==> src/rtl/spram_bist_pkg.sv <==
// Shared types and constants for the single-port RAM built-in self test.
package spram_bist_pkg;

  typedef enum logic [2:0] {
    IDLE  = 3'd0,
    WRITE = 3'd1,
    READ  = 3'd2,
    DRAIN = 3'd3,
    DONE  = 3'd4
  } state_t;

  localparam logic [1:0] PAT_STRIPE = 2'd0;
  localparam logic [1:0] PAT_ADDR   = 2'd1;
  localparam logic [1:0] PAT_ONES   = 2'd2;
  localparam logic [1:0] PAT_ZEROS  = 2'd3;

endpackage

==> src/rtl/spram_bist_pattern.sv <==
// Combinational test-word generator: maps (address, pattern code) to the
// word written during WRITE and expected during compare.
module spram_bist_pattern
  import spram_bist_pkg::*;
#(
  parameter int DATA_WIDTH = 8,
  parameter int AW         = 8
) (
  input  logic [AW-1:0]         i_addr,
  input  logic [1:0]            i_code,
  output logic [DATA_WIDTH-1:0] o_data
);

  localparam int REP = (DATA_WIDTH + 7) / 8;

  logic [REP*8-1:0]           w_stripe_even;
  logic [REP*8-1:0]           w_stripe_odd;
  logic [DATA_WIDTH+AW-1:0]   w_addr_ext;

  // Wide words repeat the byte stripe; address is zero-extended or truncated.
  assign w_stripe_even = {REP{8'h5A}};
  assign w_stripe_odd  = {REP{8'hA5}};
  assign w_addr_ext    = {{DATA_WIDTH{1'b0}}, i_addr};

  always_comb begin
    o_data = '0;
    case (i_code)
      PAT_STRIPE: o_data = i_addr[0] ? w_stripe_odd[DATA_WIDTH-1:0]
                                     : w_stripe_even[DATA_WIDTH-1:0];
      PAT_ADDR:   o_data = w_addr_ext[DATA_WIDTH-1:0];
      PAT_ONES:   o_data = '1;
      default:    o_data = '0;
    endcase
  end

endmodule

==> src/rtl/spram_bist.sv <==
// March-style write-then-read BIST for a synchronous single-port RAM with a
// one-stage pipelined compare, error counting and first-failure capture.
module spram_bist
  import spram_bist_pkg::*;
#(
  parameter  int DATA_WIDTH = 8,
  parameter  int DATA_DEPTH = 256,
  localparam int AW         = $clog2(DATA_DEPTH)
) (
  input  logic                  clk,
  input  logic                  rst,
  input  logic                  start,
  input  logic                  abort,
  input  logic [1:0]            pattern,
  output logic                  busy,
  output logic                  done,
  output logic                  pass,
  output logic [AW:0]           err_count,
  output logic [AW-1:0]         fail_addr,
  output logic                  mem_en,
  output logic                  mem_wr_en,
  output logic [AW-1:0]         mem_addr,
  output logic [DATA_WIDTH-1:0] mem_wr_data,
  input  logic [DATA_WIDTH-1:0] mem_rd_data
);

  localparam logic [AW-1:0] ADDR_LAST = AW'(DATA_DEPTH - 1);
  localparam logic [AW:0]   ERR_MAX   = (AW + 1)'(DATA_DEPTH);

  state_t                r_state;
  state_t                w_state_nxt;
  logic                  r_busy;
  logic                  r_done;
  logic                  r_pass;
  logic [AW:0]           r_err_count;
  logic [AW-1:0]         r_fail_addr;
  logic [AW-1:0]         r_addr;
  logic [1:0]            r_pat_code;
  logic                  r_cmp_vld_p1;
  logic [AW-1:0]         r_cmp_addr_p1;

  logic                  w_mem_en;
  logic                  w_mem_wr_en;
  logic                  w_addr_last;
  logic                  w_abort;
  logic                  w_mismatch;
  logic [DATA_WIDTH-1:0] w_wr_pat;
  logic [DATA_WIDTH-1:0] w_exp_pat;

  assign w_addr_last = (r_addr == ADDR_LAST);
  assign w_abort     = abort && r_busy;

  spram_bist_pattern #(.DATA_WIDTH(DATA_WIDTH), .AW(AW)) u_wr_pat (
    .i_addr (r_addr),
    .i_code (r_pat_code),
    .o_data (w_wr_pat)
  );

  spram_bist_pattern #(.DATA_WIDTH(DATA_WIDTH), .AW(AW)) u_exp_pat (
    .i_addr (r_cmp_addr_p1),
    .i_code (r_pat_code),
    .o_data (w_exp_pat)
  );

  always_ff @(posedge clk or posedge rst) begin
    if (rst) r_state <= IDLE;
    else     r_state <= w_state_nxt;
  end

  always_comb begin
    w_state_nxt = r_state;
    w_mem_en    = 1'b0;
    w_mem_wr_en = 1'b0;
    case (r_state)
      IDLE: begin
        if (start) w_state_nxt = WRITE;
      end
      WRITE: begin
        w_mem_en    = 1'b1;
        w_mem_wr_en = 1'b1;
        if (w_abort)          w_state_nxt = IDLE;
        else if (w_addr_last) w_state_nxt = READ;
      end
      READ: begin
        w_mem_en = 1'b1;
        if (w_abort)          w_state_nxt = IDLE;
        else if (w_addr_last) w_state_nxt = DRAIN;
      end
      DRAIN: begin
        w_state_nxt = w_abort ? IDLE : DONE;
      end
      DONE: begin
        w_state_nxt = IDLE;
      end
      default: w_state_nxt = IDLE;
    endcase
  end

  // p1: read data for r_cmp_addr_p1 is on mem_rd_data this cycle
  assign w_mismatch = r_cmp_vld_p1 && (mem_rd_data != w_exp_pat);

  always_ff @(posedge clk) begin
    if (r_state == READ) r_cmp_addr_p1 <= r_addr;
  end

  always_ff @(posedge clk or posedge rst) begin
    if (rst) begin
      r_busy       <= 1'b0;
      r_done       <= 1'b0;
      r_pass       <= 1'b0;
      r_err_count  <= '0;
      r_fail_addr  <= '0;
      r_addr       <= '0;
      r_pat_code   <= PAT_STRIPE;
      r_cmp_vld_p1 <= 1'b0;
    end else begin
      r_done       <= 1'b0;
      r_cmp_vld_p1 <= 1'b0;

      if (w_mismatch && !w_abort) begin
        if (r_err_count != ERR_MAX) r_err_count <= r_err_count + (AW + 1)'(1);
        if (r_err_count == '0)      r_fail_addr <= r_cmp_addr_p1;
      end

      case (r_state)
        IDLE: begin
          if (start) begin
            r_pat_code  <= pattern;
            r_err_count <= '0;
            r_fail_addr <= '0;
            r_pass      <= 1'b0;
            r_busy      <= 1'b1;
            r_addr      <= '0;
          end
        end
        WRITE: begin
          r_addr <= w_addr_last ? '0 : r_addr + AW'(1);
        end
        READ: begin
          r_addr       <= w_addr_last ? '0 : r_addr + AW'(1);
          r_cmp_vld_p1 <= 1'b1;
        end
        DONE: begin
          r_done <= 1'b1;
          r_pass <= (r_err_count == '0);
          r_busy <= 1'b0;
        end
        default: ;
      endcase

      // Abort overrides everything, including a coincident DONE cycle.
      if (w_abort) begin
        r_busy       <= 1'b0;
        r_done       <= 1'b0;
        r_pass       <= 1'b0;
        r_addr       <= '0;
        r_cmp_vld_p1 <= 1'b0;
      end
    end
  end

  assign busy        = r_busy;
  assign done        = r_done;
  assign pass        = r_pass;
  assign err_count   = r_err_count;
  assign fail_addr   = r_fail_addr;
  assign mem_en      = w_mem_en;
  assign mem_wr_en   = w_mem_wr_en;
  assign mem_addr    = r_addr;
  assign mem_wr_data = w_mem_wr_en ? w_wr_pat : '0;

endmodule

==> config.mk <==
export PLATFORM = sky130hd
export DESIGN_NAME = spram_bist
export DESIGN_NICKNAME = d
export VERILOG_FILES = /design/src/rtl/spram_bist_pkg.sv /design/src/rtl/spram_bist_pattern.sv /design/src/rtl/spram_bist.sv
export SDC_FILE = /design/constraint.sdc
export NUM_CORES = 1
export LEC_CHECK = 0
export ABC_AREA = 1
export BUFFER_PORTS_ARGS = -buffer_cell sky130_fd_sc_hd__buf_2
export CAP_MARGIN = 20
export CORE_AREA = 5 5 73 75
export DETAILED_ROUTE_END_ITERATION = 10
export DIE_AREA = 0 0 78 80
export GPL_TIMING_DRIVEN = 0
export PLACE_DENSITY_LB_ADDON = 0.1
export SYNTH_ARGS = -nofsm -noshare
export SYNTH_HDL_FRONTEND = slang
export SYNTH_SLANG_ARGS = --single-unit
export TNS_END_PERCENT = 10
==> constraint.sdc <==
create_clock -name clk -period 2.1 [get_ports clk]
set_clock_uncertainty 0.05 [all_clocks]
set_input_delay 0.525 -clock clk [delete_from_list [all_inputs] [get_ports clk]]
set_output_delay 0.525 -clock clk [all_outputs]
set_load 0.05 [all_outputs]
# After elaboration in Yosys (flattened, before gate mapping)
# Cells that the tools add are included.
# W data, S select, Z words.
# totals
register_bits	42
inputBits	14
out_inout_bits	38
word_cells	75
# op_classes
addsub	2
eq_ne	13
n_mux	36
reduce_logical	14
# op_table
op	count
$mux W8	10
$pmux W8 S3	2
$mux W9	4
$mux W3	6
$pmux W8 S2	1
$pmux W3 S4	1
$mux W1	10
$add A9 B1 Y9 const B	1
$logic_not A9 Y1	1
$ne A3 B3 Y1 const B	3
$ne A9 B9 Y1 const B	1
$add A8 B1 Y8 const B	1
$eq A8 B8 Y1 const B	1
$ne A8 B8 Y1	1
$eq A3 B2 Y1 const B	2
$reduce_and A2 Y1	3
$reduce_bool A3 Y1	2
$pmux W1 S2	2
$eq A3 B1 Y1 const B	1
$eq A3 B3 Y1 const B	1
$logic_and A1 B1 Y1	3
$logic_not A3 Y1	1
$reduce_and A3 Y1	1
$eq A2 B1 Y1 const B	1
other kinds (5)	5

# Depth between registers and ports, before layout
# depth
ltp_word	8
depth_mapped	15
ltp_nobuf	14

# Hierarchy
# From an unflattened synthesis, not the netlist that was laid out.
# unflattened
hier_cells	340
hier_area_um2	2549.9
# modules_own_cells
module	instances	cells_each	area_each_um2
spram_bist	1	294	2322.2
spram_bist_pattern	2	23	113.9

# Worst setup path after synthesis
# OpenSTA, ideal clock, no wires.
# synth_path
path_type	reg2out
start	register r_state[1]
end	output port mem_wr_data[1]
arrival_time_ps	1786
setup_slack_ps	-261
path_stages_with_launch	6
cell_sequence	dfrtp_1 > inv_1 > nand3_1 > inv_1 > nand2_1 > nor2_1
# synth_between
elab_chain_cells	3
# synth_lines
element	line_no	text
start: declaration	spram_bist.sv:30	state_t r_state;
start signal: assignment	spram_bist.sv:67	else r_state <= w_state_nxt;
$eq A3 B1 Y1	spram_bist.sv:74	case (r_state)
$mux W1	spram_bist.sv:74	
net mem_wr_en	spram_bist.sv:21	output logic mem_wr_en,
$mux W8	spram_bist.sv:170	assign mem_wr_data = w_mem_wr_en ? w_wr_pat : '0;
end: declaration	spram_bist.sv:23	output logic [DATA_WIDTH-1:0] mem_wr_data,
# The timed path passes the listed nets, and every way through them passes these cells.

# Worst setup path after layout
# layout_path
start	register r_state[2]
end	output port mem_wr_data[3]
# layout_between
elab_chain_cells	3
# layout_lines
element	line_no
$eq A3 B1 Y1	spram_bist.sv:74
$mux W1	spram_bist.sv:74
$mux W8	spram_bist.sv:170
# Every way passes these cells.

==> run metrics <==
VDD IR-drop max 1.24 mV; power share of the clock group 0.138; Crit path arrival time 1.44 ns; critical path type reg2out; proportion of register bits with asynchronous set or reset after synthesis 0.810; leakage power 1.65 nW; average wire per standard cell 13.0 um; drt drc 0; Int Pwr 2.21 mW; total die area 6240 um2; max-slew violation count 0; max-capacitance violation count 0; total global routing overflow 0; worst-case headroom to the max-slew limit 0.643; share of total power in sequential cells 0.268; Chip Width 78 um; status complete, no violations; cell with the most instances on the worst path sky130_fd_sc_hd__inv_2; per-cell via count in the routed design 5.10; CP top delay family flip-flops; leading register cell type out of synthesis sky130_fd_sc_hd__dfrtp_1; final critical-path share of the clock period 0.961; Power Total 4.65 mW; number of global-route vias before repair 2148; number of synthesis warnings 0; Std-Cell Core Area 4600 um2; starting density of the core 0.522; endpoint kind of the worst setup timing path output port; clock latency of the later-clocked register in the worst-skew pair 0.29 ns; Net count, final 391; post-detailed-placement half-perimeter wirelength 4.22 mm; layout cell share with drive strength beyond 1 0.245; Num CTS Buffers 5; global-route wire length before repair 9.62 mm; synthesized net count 331; number of sinks driven by the clock tree 42; fraction of power spent switching nets 0.525; net switching component of the power 2.44 mW; number of primary I/O pins 52; total routing usage reported by global routing 0.191; post-synthesis cell count 314; number of hold violations in the final report 0; average footprint of a synthesized cell 7.65 um2; number of different library cells in the post-synthesis netlist 36; RSZ-0062 raised after global routing yes; number of core rows 25; total standard cell area after synthesis 2400 um2; cells traversed along the worst timing path inv_2 > nand3_2 > inv_2 > nand2_2 > nor2_2 > buf_6; Clk pin slew, worst setup/hold paths 0.08 ns; crit path launch type flop; setup ws final 0.0827 ns; CTS tree built; tightest hold margin 0.206 ns; total buffers and inverters traversed by the critical path 3; P per Cell Area 1570 nW/um2; required time at the worst-slack endpoint 1.52 ns; initial DRC count 110; PortBufs 51; diode count 0; post-layout instance area 2970 um2; total wirelength of the detailed-routed design 5.57 mm; Area Growth Syn to Fin 23.5%; final critical path time including I/O delays and setup 2.02 ns; post-placement cell area 2770 um2; total number of vias 2187; layout filler cell count 402; cell types occupying the most area after synthesis sky130_fd_sc_hd__dfrtp_1 35%, sky130_fd_sc_hd__nand2_1 14%, sky130_fd_sc_hd__edfxtp_1 10%, sky130_fd_sc_hd__inv_1 7.7%, sky130_fd_sc_hd__nor2_1 5.6%; number of enable-type register cells in the synthesized netlist 8; Place WS -0.0371 ns; maximum clock frequency 0.496 GHz; Setup-failing EPs final 0; sequential-to-total area share from yosys stat 0.454; cell count after placement 420; first-pass detailed-route iteration total 4; highest-delay cell along the critical path sky130_fd_sc_hd__dfrtp_1; Clock Tree Root sky130_fd_sc_hd__clkbuf_8; height of the die 80 um; worst-path maximum fanout 4; number of buffers between clock root and the deepest sink 2; actual slew at the worst max-slew pin 0.535 ns; class of the most critical hold timing path in2async; Final GP Congestion 0.810; portion of total power attributed to combinational logic 0.594; largest stage delay on the critical path 0.43 ns; antenna-violating nets left 0; #FFs+latches synth 42; antenna violations before repair 0; maximum number of pins on one net before global-route repair 24; Finished Layout Cells 429; cell type contributing the most total cell area after synthesis sky130_fd_sc_hd__dfrtp_1; number of H-tree levels 2; area fraction of the dominant cell type after synthesis 0.354
-- final cells by class --
cell class / instances / area, um2 / area share
Buffer: 4 / 35.0 / 0.0118
Clock buffer: 6 / 72.6 / 0.0245
Clock inverter: 2 / 37.5 / 0.0127
Inverter: 51 / 194 / 0.0654
Multi-Input combinational cell: 217 / 1130 / 0.382
Sequential cell: 42 / 1090 / 0.368
Tap cell: 54 / 67.6 / 0.0228
Timing Repair Buffer: 53 / 334 / 0.113
-- per-stage QoR --
| step | TNS (ns) | utilization |
|---|---|---|
| floorplan | -0.602 | - |
| detailed placement | -0.134 | 0.602 |
| global route | -0.0205 | 0.645 |
| global placement | -0.0921 | 0.596 |
| CTS | -0.0257 | 0.636 |
| finish | 0 | 0.645 |
-- final timing paths --
check / from / endpoint / cells past startpoint / slack (ns)
worst min register to register: r_cmp_addr_p1[7]$_DFFE_PP_ / fail_addr[7]$_DFF_PP0_ / 2 / 0.47
max in group asynchronous: rst / r_pat_code[1]$_DFFE_PP0P_ / 3 / 1.29
worst max-delay path: r_state[2]$_DFFE_PP0P_ / mem_wr_data[3] / 6 / 0.08
worst max register to register: err_count[0]$_DFF_PP0_ / fail_addr[3]$_DFF_PP0_ / 8 / 0.18
min in group clk: pattern[0] / r_pat_code[0]$_DFFE_PP0P_ / 3 / 0.41
worst min-delay path: rst / err_count[1]$_DFF_PP0_ / 2 / 0.21
-- power by group through the flow --
| stage | sequential [mW] | clock [mW] | combinational, mW |
|---|---|---|---|
| floorplan | 1.60 | 0 | 1.66 |
| global placement | 1.24 | 0 | 2.55 |
| detailed placement | 1.25 | 0 | 2.59 |
| CTS | 1.23 | 0.649 | 2.70 |
| global route | 1.28 | 0.690 | 3.02 |
| finish | 1.25 | 0.640 | 2.76 |
-- registers in the layout (all words and copies together), names as in the netlist --
register,count
r_pat_code,2
r_state,3
done,1
mem_addr,8
fail_addr,8
pass,1
r_cmp_addr_p1,8
err_count,9
busy,1
r_cmp_vld_p1,1
-- synth_stat cells (all sizes together) (3+ instances only) --
cell type and instances:
buf 4, nor2 40, a2bb2oi 4, a21oi 16, nand3 22, edfxtp 8
ha 3, nor4 3, nand4 3, dfrtp 34, o21ai 6, nor3 6
inv 50, xor2 8, nand2 93
-- cell families (layout without fill, tap and decap cells) --
group | count (synthesis) | after routing | share of synthesized area
simple gates | 170 | 170 | 0.312
buf+inv | 55 | 116 | 0.0943
flops | 42 | 42 | 0.454
compound gates | 36 | 36 | 0.0943
xor+xnor | 8 | 8 | 0.0292
fa+ha+maj | 3 | 3 | 0.0156
-- worst register-to-register path: stages, from the launching register on --
cell and delay [ns]:
sky130_fd_sc_hd__dfrtp_1 0.41, sky130_fd_sc_hd__inv_1 0.10, sky130_fd_sc_hd__ha_1 0.16, sky130_fd_sc_hd__inv_1 0.06, sky130_fd_sc_hd__nor4_2 0.49, sky130_fd_sc_hd__nand3_4 0.19, sky130_fd_sc_hd__buf_6 0.19, sky130_fd_sc_hd__nor2_1 0.11
sky130_fd_sc_hd__nor2_1 0.06
-- layer usage --
metal  wire length (um)  GRT usage
met1               2590      0.254
met5                  0          0
met3                280     0.0372
met2               2610      0.309
met4                 77     0.0709
-- cells in the final DEF (no fill, tap or decap), types with 2 or more instances in the layout --
cell                        count
sky130_fd_sc_hd__buf_4          2
sky130_fd_sc_hd__edfxtp_1       8
sky130_fd_sc_hd__buf_6          9
sky130_fd_sc_hd__clkbuf_8       5
sky130_fd_sc_hd__inv_1         46
sky130_fd_sc_hd__nor2_1        29
sky130_fd_sc_hd__inv_2          3
sky130_fd_sc_hd__a21oi_1       16
sky130_fd_sc_hd__nand3b_1       2
sky130_fd_sc_hd__a2bb2oi_1      4
sky130_fd_sc_hd__nand2_1       86
sky130_fd_sc_hd__nor4_1         2
sky130_fd_sc_hd__o31ai_1        2
sky130_fd_sc_hd__nor2_2        10
sky130_fd_sc_hd__nand2_2        4
sky130_fd_sc_hd__xor2_1         8
sky130_fd_sc_hd__dfrtp_1       33
sky130_fd_sc_hd__nand4_1        3
sky130_fd_sc_hd__nand2_4        3
sky130_fd_sc_hd__nor3_1         5
sky130_fd_sc_hd__o21ai_0        6
sky130_fd_sc_hd__nand3_1       19
sky130_fd_sc_hd__nand3_2        2
sky130_fd_sc_hd__ha_1           3
sky130_fd_sc_hd__buf_2         45
-- what timing repair did --
| item | in CTS | in global routing |
|---|---|---|
| setup buffers | 0 | 1 |
| pin swaps | 0 | 1 |
| gates resized for setup | 14 | 12 |
| hold buffers | 0 | 0 |
| setup endpoints to repair | 15 | 10 |
No activity file was read; power rests on OpenSTA's default activity.
